## config.mk

```make
export PLATFORM = sky130hd
export DESIGN_NAME = prog_fetch
export DESIGN_NICKNAME = d
export VERILOG_FILES = /design/src/rtl/prog_fetch.sv
export SDC_FILE = /design/constraint.sdc
export NUM_CORES = 1
export LEC_CHECK = 0
export BUFFER_PORTS_ARGS = -buffer_cell sky130_fd_sc_hd__buf_2
export CAP_MARGIN = 20
export CORE_MARGIN = 2
export CORE_UTILIZATION = 35
export DETAILED_ROUTE_END_ITERATION = 10
export GPL_TIMING_DRIVEN = 0
export PLACE_DENSITY = 0.54
export SLEW_MARGIN = 20
export SYNTH_ARGS = -nofsm -noshare
export SYNTH_HDL_FRONTEND = slang
export SYNTH_SLANG_ARGS = --single-unit
```

## constraint.sdc

```tcl
create_clock -name clk -period 3.5 [get_ports clk]
set_input_delay 0.7 -clock clk [delete_from_list [all_inputs] [get_ports clk]]
set_output_delay 0.7 -clock clk [all_outputs]
set_load 0.03 [all_outputs]
```

## src/rtl/prog_fetch.sv

```systemverilog
// prog_fetch: instruction-fetch front end for the nibble-processor family.
//
// This block combines three pieces of the fetch path:
//   - the program counter,
//   - the issue side of a synchronous program-memory port (1-cycle read latency),
//   - a 2-entry {word, addr} buffer toward decode, using a valid/ready handshake.
// It sustains one instruction per cycle. Jumps flush the buffer and any read in flight.
//
// Optional feature (define the macro to enable it):
//   PROG_FETCH_HALT_AT_END_EN
//     Issuing the last address (all ones) sets 'halted' and stops further issue.
//     Only a jump or a reset clears 'halted'.
//     Without the macro, pc wraps around and 'halted' is tied low.
//
// Parameters:
//   ADDR_W  program-counter / memory address width
//   WORD_W  program word width
//   OPC_W   opcode width (upper word bits); operand is WORD_W-OPC_W bits, which must be >= 1
//
// Ports:
//   clk          clock, rising edge
//   reset        asynchronous, active-high reset
//   run          fetch enable; low stops new memory reads
//   jump         load pc from jump_addr and flush the buffer and the in-flight read
//   jump_addr    jump target
//   mem_en       memory read strobe
//   mem_addr     memory read address (always equals pc)
//   mem_rdata    read data, valid the cycle after mem_en
//   instr_valid  buffer head holds an instruction
//   instr_ready  decode accepts the head this cycle
//   opcode       head word upper OPC_W bits (0 when empty)
//   operand      head word lower bits (0 when empty)
//   instr_pc     fetch address of the head word (0 when empty)
//   pc           next address to issue
//   halted       end-of-program stop flag

module prog_fetch #(
  parameter int unsigned ADDR_W = 12,
  parameter int unsigned WORD_W = 8,
  parameter int unsigned OPC_W  = 4
) (
  input  logic                    clk,
  input  logic                    reset,
  input  logic                    run,
  input  logic                    jump,
  input  logic [ADDR_W-1:0]       jump_addr,
  output logic                    mem_en,
  output logic [ADDR_W-1:0]       mem_addr,
  input  logic [WORD_W-1:0]       mem_rdata,
  output logic                    instr_valid,
  input  logic                    instr_ready,
  output logic [OPC_W-1:0]        opcode,
  output logic [WORD_W-OPC_W-1:0] operand,
  output logic [ADDR_W-1:0]       instr_pc,
  output logic [ADDR_W-1:0]       pc,
  output logic                    halted
);

  localparam int unsigned OpdW = WORD_W - OPC_W;
  localparam logic [ADDR_W-1:0] LastAddr = {ADDR_W{1'b1}};

  // Program counter and the single outstanding read.
  logic [ADDR_W-1:0] pc_q, pc_d;
  logic              pending_q, pending_d;
  logic [ADDR_W-1:0] pend_addr_q, pend_addr_d;

  // Buffer: entry 0 is always the head; entry 1 sits behind it.
  logic [WORD_W-1:0] word0_q, word0_d, word1_q, word1_d;
  logic [ADDR_W-1:0] addr0_q, addr0_d, addr1_q, addr1_d;
  logic [1:0]        count_q, count_d;

  logic       pop;
  logic       land;
  logic       issue;
  logic [2:0] occupancy;
  logic [1:0] base_count;

  assign instr_valid = (count_q != 2'd0);
  assign pop         = instr_valid && instr_ready;
  // A jump discards whatever is arriving this cycle.
  assign land        = pending_q && !jump;

  // Slots committed after this cycle, counting the in-flight read.
  // pop implies count_q >= 1, so the subtraction cannot underflow.
  assign occupancy = {1'b0, count_q} + {2'b00, pending_q} - {2'b00, pop};

  // Gated by reset so the strobe reads 0 while reset is held,
  // even with run high.
  assign issue = !reset && run && !jump && !halted && (occupancy < 3'd2);

  assign mem_en   = issue;
  assign mem_addr = pc_q;
  assign pc       = pc_q;

  // Head fields are forced to 0 while the buffer is empty.
  assign opcode   = instr_valid ? word0_q[WORD_W-1 -: OPC_W] : '0;
  assign operand  = instr_valid ? word0_q[OpdW-1:0]          : '0;
  assign instr_pc = instr_valid ? addr0_q                    : '0;

  // ---------------------------------------------------------------------------
  // Program counter and in-flight read tracking
  // ---------------------------------------------------------------------------
  always_comb begin
    pc_d        = pc_q;
    pending_d   = issue;
    pend_addr_d = pend_addr_q;
    if (jump) begin
      pc_d = jump_addr;
    end else if (issue) begin
      // Modulo-2^ADDR_W increment; wraps naturally at LastAddr.
      pc_d        = pc_q + {{(ADDR_W-1){1'b0}}, 1'b1};
      pend_addr_d = pc_q;
    end
  end

  always_ff @(posedge clk or posedge reset) begin
    if (reset) begin
      pc_q        <= '0;
      pending_q   <= 1'b0;
      pend_addr_q <= '0;
    end else begin
      pc_q        <= pc_d;
      pending_q   <= pending_d;
      pend_addr_q <= pend_addr_d;
    end
  end

  // ---------------------------------------------------------------------------
  // Instruction buffer
  // ---------------------------------------------------------------------------
  // A pop shifts entry 1 forward first. A landing word then goes to the first
  // free slot after that shift, so a simultaneous land and pop keeps order.
  always_comb begin
    word0_d    = word0_q;
    word1_d    = word1_q;
    addr0_d    = addr0_q;
    addr1_d    = addr1_q;
    count_d    = count_q;
    base_count = count_q - {1'b0, pop};

    if (jump) begin
      // Any same-cycle pop has already been accepted by decode; drop the rest.
      count_d = 2'd0;
    end else begin
      if (pop) begin
        word0_d = word1_q;
        addr0_d = addr1_q;
      end
      if (land) begin
        if (base_count == 2'd0) begin
          word0_d = mem_rdata;
          addr0_d = pend_addr_q;
        end else begin
          // The issue condition guarantees base_count is 1 here, never 2.
          word1_d = mem_rdata;
          addr1_d = pend_addr_q;
        end
      end
      count_d = base_count + {1'b0, land};
    end
  end

  always_ff @(posedge clk or posedge reset) begin
    if (reset) begin
      word0_q <= '0;
      word1_q <= '0;
      addr0_q <= '0;
      addr1_q <= '0;
      count_q <= 2'd0;
    end else begin
      word0_q <= word0_d;
      word1_q <= word1_d;
      addr0_q <= addr0_d;
      addr1_q <= addr1_d;
      count_q <= count_d;
    end
  end

  // ---------------------------------------------------------------------------
  // End-of-program halt
  // ---------------------------------------------------------------------------
`ifdef PROG_FETCH_HALT_AT_END_EN
  logic halted_q, halted_d;

  always_comb begin
    halted_d = halted_q;
    if (jump) begin
      halted_d = 1'b0;
    end else if (issue && (pc_q == LastAddr)) begin
      // The last word is still in flight and will be delivered normally.
      halted_d = 1'b1;
    end
  end

  always_ff @(posedge clk or posedge reset) begin
    if (reset) begin
      halted_q <= 1'b0;
    end else begin
      halted_q <= halted_d;
    end
  end

  assign halted = halted_q;
`else
  assign halted = 1'b0;
`endif

endmodule

```

[Yosys cells after proc, flatten, opt, wreduce, memory -nomap -nowiden]
Cells that the tools add are included.
Storage, ports and cells
  register bits: 67
  input port bits: 25
  logic and storage cells: 40
Operators by class
  add/subtract/negate cells: 5
  magnitude comparators: 1
  mux-type cells: 12
  bitwise logic cells: 2
  reductions and logical operators: 12
Operators with widths (number)
  $mux W12: 6
  $mux W8: 3
  $add A12 B1 Y12 const B: 1
  $mux W4: 2
  $logic_and A1 B1 Y1: 5
  $reduce_bool A2 Y1: 2
  $add A2 B1 Y3: 1
  $lt A3 B2 Y1 const B: 1
  $reduce_and A3 Y1: 1
  $sub A3 B1 Y3: 1
  $add A2 B1 Y2: 1
  $logic_not A1 Y1: 2
  $logic_not A2 Y1: 1
  $mux W2: 1
  $not A1 Y1: 2
  $reduce_and A2 Y1: 1
  $sub A2 B1 Y2: 1

[Logic depth before layout (Yosys ltp)]
  depth in word-level cells: 7
  depth in mapped cells: 12
  depth with buffers taken out: 10

[Least setup slack after synthesis]
No wires, ideal clock.
  path type: in2out
  start: in instr_ready
  end: out mem_en
  data arrival time: 2643 ps
  setup slack: 157 ps
  stages: 9
  buffers on the path: 1
  path through: inv_1 -> nor3_1 -> or2_2 -> nand2_1 -> fa_1 -> and4bb_2 -> nand2_1 -> inv_1 -> clkbuf_1
On the way
  word-level cells in the longest chain between the ends: 4
Ends and longest elaborated chain
  start, declared: RTL line 51  | input logic instr_ready,
  $logic_and A1 B1 Y1: RTL line 79  | assign pop = instr_valid && instr_ready;
  $sub A3 B1 Y3: RTL line 85  | assign occupancy = {1'b0, count_q} + {2'b00, pending_q} - {2'b00, pop};
  $lt A3 B2 Y1: RTL line 89  | assign issue = !reset && run && !jump && !halted && (occupancy < 3'd2);
  $logic_and A1 B1 Y1: RTL line 89
  end, declared: RTL line 47  | output logic mem_en,
No other way between the ends.

[Worst setup path after layout]
  start: reg count_q[1]
  end: out mem_en
On the way
  word-level cells in the longest chain between the ends: 5
Ends and longest elaborated chain
  start, declared: RTL line 70  | logic [1:0] count_q, count_d;
  start signal, assigned: RTL line 175  | count_q <= count_d;
  parallel branches: the longest is 2 deep, another holds $add A2 B1 Y3
  $sub A3 B1 Y3 (*): RTL line 85
  $lt A3 B2 Y1 (*): RTL line 89
  $logic_and A1 B1 Y1 (*): RTL line 89
Mark *: on every way between the ends.

==> results.cfg <==
[cts]
cts_root_buf = clkbuf_8
htreeDepth = 3
tritoncts = built
clk-insertion-delay-late_ns = 0.34
cts_num_sinks = 67
path_clk_slew_ns = 0.08
numCtsBuffers = 9
clockBufferDepth = 2

[sta]
worst_pin_slew_ns = 0.513
slew_headroom_pct = 65.5
setup_viol = 0
rsz0062_at_grt = no
fin_ws_ns = 0.187
final-max-slew-violation-count = 0
fmax_mhz = 302
fin_crit_sh_pct = 94.7
skew_ns = 0.00675
hold-worst-slack_ns = 0.310
fin_crit_ns = 3.31
hold_violations = 0

[worst_setup_path]
r2r-end = mem_addr[3]$_DFFE_PP0P_
crit_path_start_kind = register
cp_max_fo = 9
crit_required_ns = 2.80
reg2reg_from = count_q[1]$_DFF_PP0_
worstSetupPathType = register to output port
critical_path_arrival_ns = 2.61
rr_worst_depth = 12
cp-end-kind = output port
rrSetupSlack_ns = 0.63

[logic_synthesis]
yosysTopAreaCell = dfrtp_1
synthArstFlopShare_pct = 100
yosys-top-cells-area = dfrtp_1, mux2_2, nand2_1
synth_edf_count = 0
synth_nets = 351
yosys.area.top_type_share_pct = 52.1
ys_ff_latch = 67
synth_cells = 323
yosysUniqueCellTypes = 46
syn_area_um2 = 3220
synth_area_per_cell_um2 = 9.97
synth_warnings = 0
yosysSeqAreaShare_pct = 52.1
synth_ff_type = dfrtp_1

[detailed_routing]
vias_per_cell = 4.82
drt-initial-drc-count = 88
routedWlPerCell_um = 14.1
drc = 0
firstDrtPassIters = 4
route.antenna.remaining_nets = 0
wirelength_um = 7320
dr_total_vias = 2510

[power_and_ir_drop]
pwr-share-seq_pct = 49.5
peakVddDrop_uv = 166
netSwitchingPower_uw = 578
switching_share_pct = 29.7
p_per_area_nw_per_um2 = 491
pwr-share-comb_pct = 17.3
p_int_mw = 1.37
power.total_mw = 1.95
p_leak_nw = 1.97
clkPwrFrac_pct = 33.2

[placed_design]
pre_cts_slack_ns = -0.495
dp_hpwl_um = 5280
io_buffer_count = 70
placed_cell_area_um2 = 3740
place.gp.congestion = 0.835

[global_route]
grt_max_degree = 53
track_usage_pct = 16.0
grt_pass1_vias = 2380
antenna_found_initial = 0
grt_pass1_wl_um = 12300
overflow = 0

[die]
die_w_um = 99.9
io_pins = 72
coreArea_um2 = 9060
num_rows = 35
initial_core_util_pct = 35.5
die_area_um2 = 9990
die_h_um = 99.9

[final_layout]
area_growth_syn_to_layout_pct = 23.2
most-common-layout-cells = buf_2, dfrtp_1, nand2_1
drive_gt1_share_pct = 35.1
fin_area_um2 = 3970
final_common_cell = buf_2
post-route-util_pct = 43.8
nets = 433
antenna_cells = 0

[flow_run]
cap_violations = 0

[status]
status = completed

[hold_path]
hp-class = primary input to async pin
final cells by class:
class / count / area [um^2]
fill: 921 / 5100
timing repair buffer: 72 / 385
sequential: 67 / 1680
multi-input combinational: 218 / 1350
clock inverter: 6 / 65.1
inverter: 9 / 40.0
clock buffer: 10 / 138
tap: 111 / 139
buffer: 28 / 180
routing by layer:
metal / global-route usage, % / vias up / part of all wire, %
li1: - / 1256 / -
met1: 21.4 / 1183 / 47
met2: 25.3 / 61 / 47
met3: 2.65 / 10 / 3.9
met4: 7.59 / 0 / 1.8
met5: 0 / - / 0
worst max path at each step:
stage,from,to,depth (start not counted)
after detailed placement,instr_ready,mem_en,11
after CTS,count_q[1]$_DFF_PP0_,mem_en,10
after global placement,instr_ready,mem_en,11
after floorplan,instr_ready,mem_en,9
final,count_q[1]$_DFF_PP0_,mem_en,10
after global routing,count_q[1]$_DFF_PP0_,mem_en,10
synth_stat cells (4+ instances only):
library cell	n
dfrtp_1	67
nand2_1	48
nor2_1	41
nor2b_1	23
mux2_2	19
o22ai_1	18
buf_4	14
o21ai_0	10
buf_2	9
inv_1	9
a22oi_1	4
nand3_1	4
o211ai_1	4
through the flow:
| step | TNS (ns) | cells |
|---|---|---|
| after global routing | 0 | 521 |
| after global placement | -0.397 | 504 |
| after floorplan | 0 | 323 |
| final | 0 | 521 |
| after detailed placement | -0.495 | 505 |
| after CTS | 0 | 521 |
worst max-delay path, stage by stage (launching register included):
cell and delay (ns):
dfrtp_1 0.40, buf_2 0.18, inv_1 0.13, nor3_4 0.06, or2_2 0.29, nand2_1 0.09, fa_1 0.43, and4bb_2 0.28
nand2_4 0.12, clkinvlp_4 0.12, buf_2 0.18
logic make-up after synthesis:
| group | Yosys count | share of synthesized area, % |
|---|---|---|
| adders and majority gates | 3 | 1.40 |
| muxes | 22 | 7.58 |
| buffers and inverters | 38 | 6.76 |
| xor gates and xnor gates | 4 | 1.09 |
| AOI/OAI and AO/OA | 50 | 10.5 |
| DFF | 67 | 52.1 |
| and+or+nand+nor | 138 | 20.6 |
| other | 1 | 0.116 |
power by group through the flow:
stage | clock network (mW) | registers (mW) | logic [mW]
final | 0.646 | 0.964 | 0.337
after global routing | 0.705 | 0.983 | 0.374
after CTS | 0.665 | 0.966 | 0.341
after detailed placement | 0 | 0.981 | 0.339
after global placement | 0 | 0.977 | 0.329
after floorplan | 0 | 0.983 | 0.224
what timing repair did:
item,CTS,global route
setup buffers,1,0
hold buffers,0,0
pin swaps,0,0
endpoints found under the setup margin,1,1
resized for setup,2,3
endpoints found under the hold margin,0,0
state kept, by name (all words and copies together) (netlist names):
name and count:
pend_addr_q 12, mem_addr 12, count_q 2, word1_q 8, pending_q 1, addr1_q 12, addr0_q 12, word0_q 8
(Power assumes the default switching activity.)
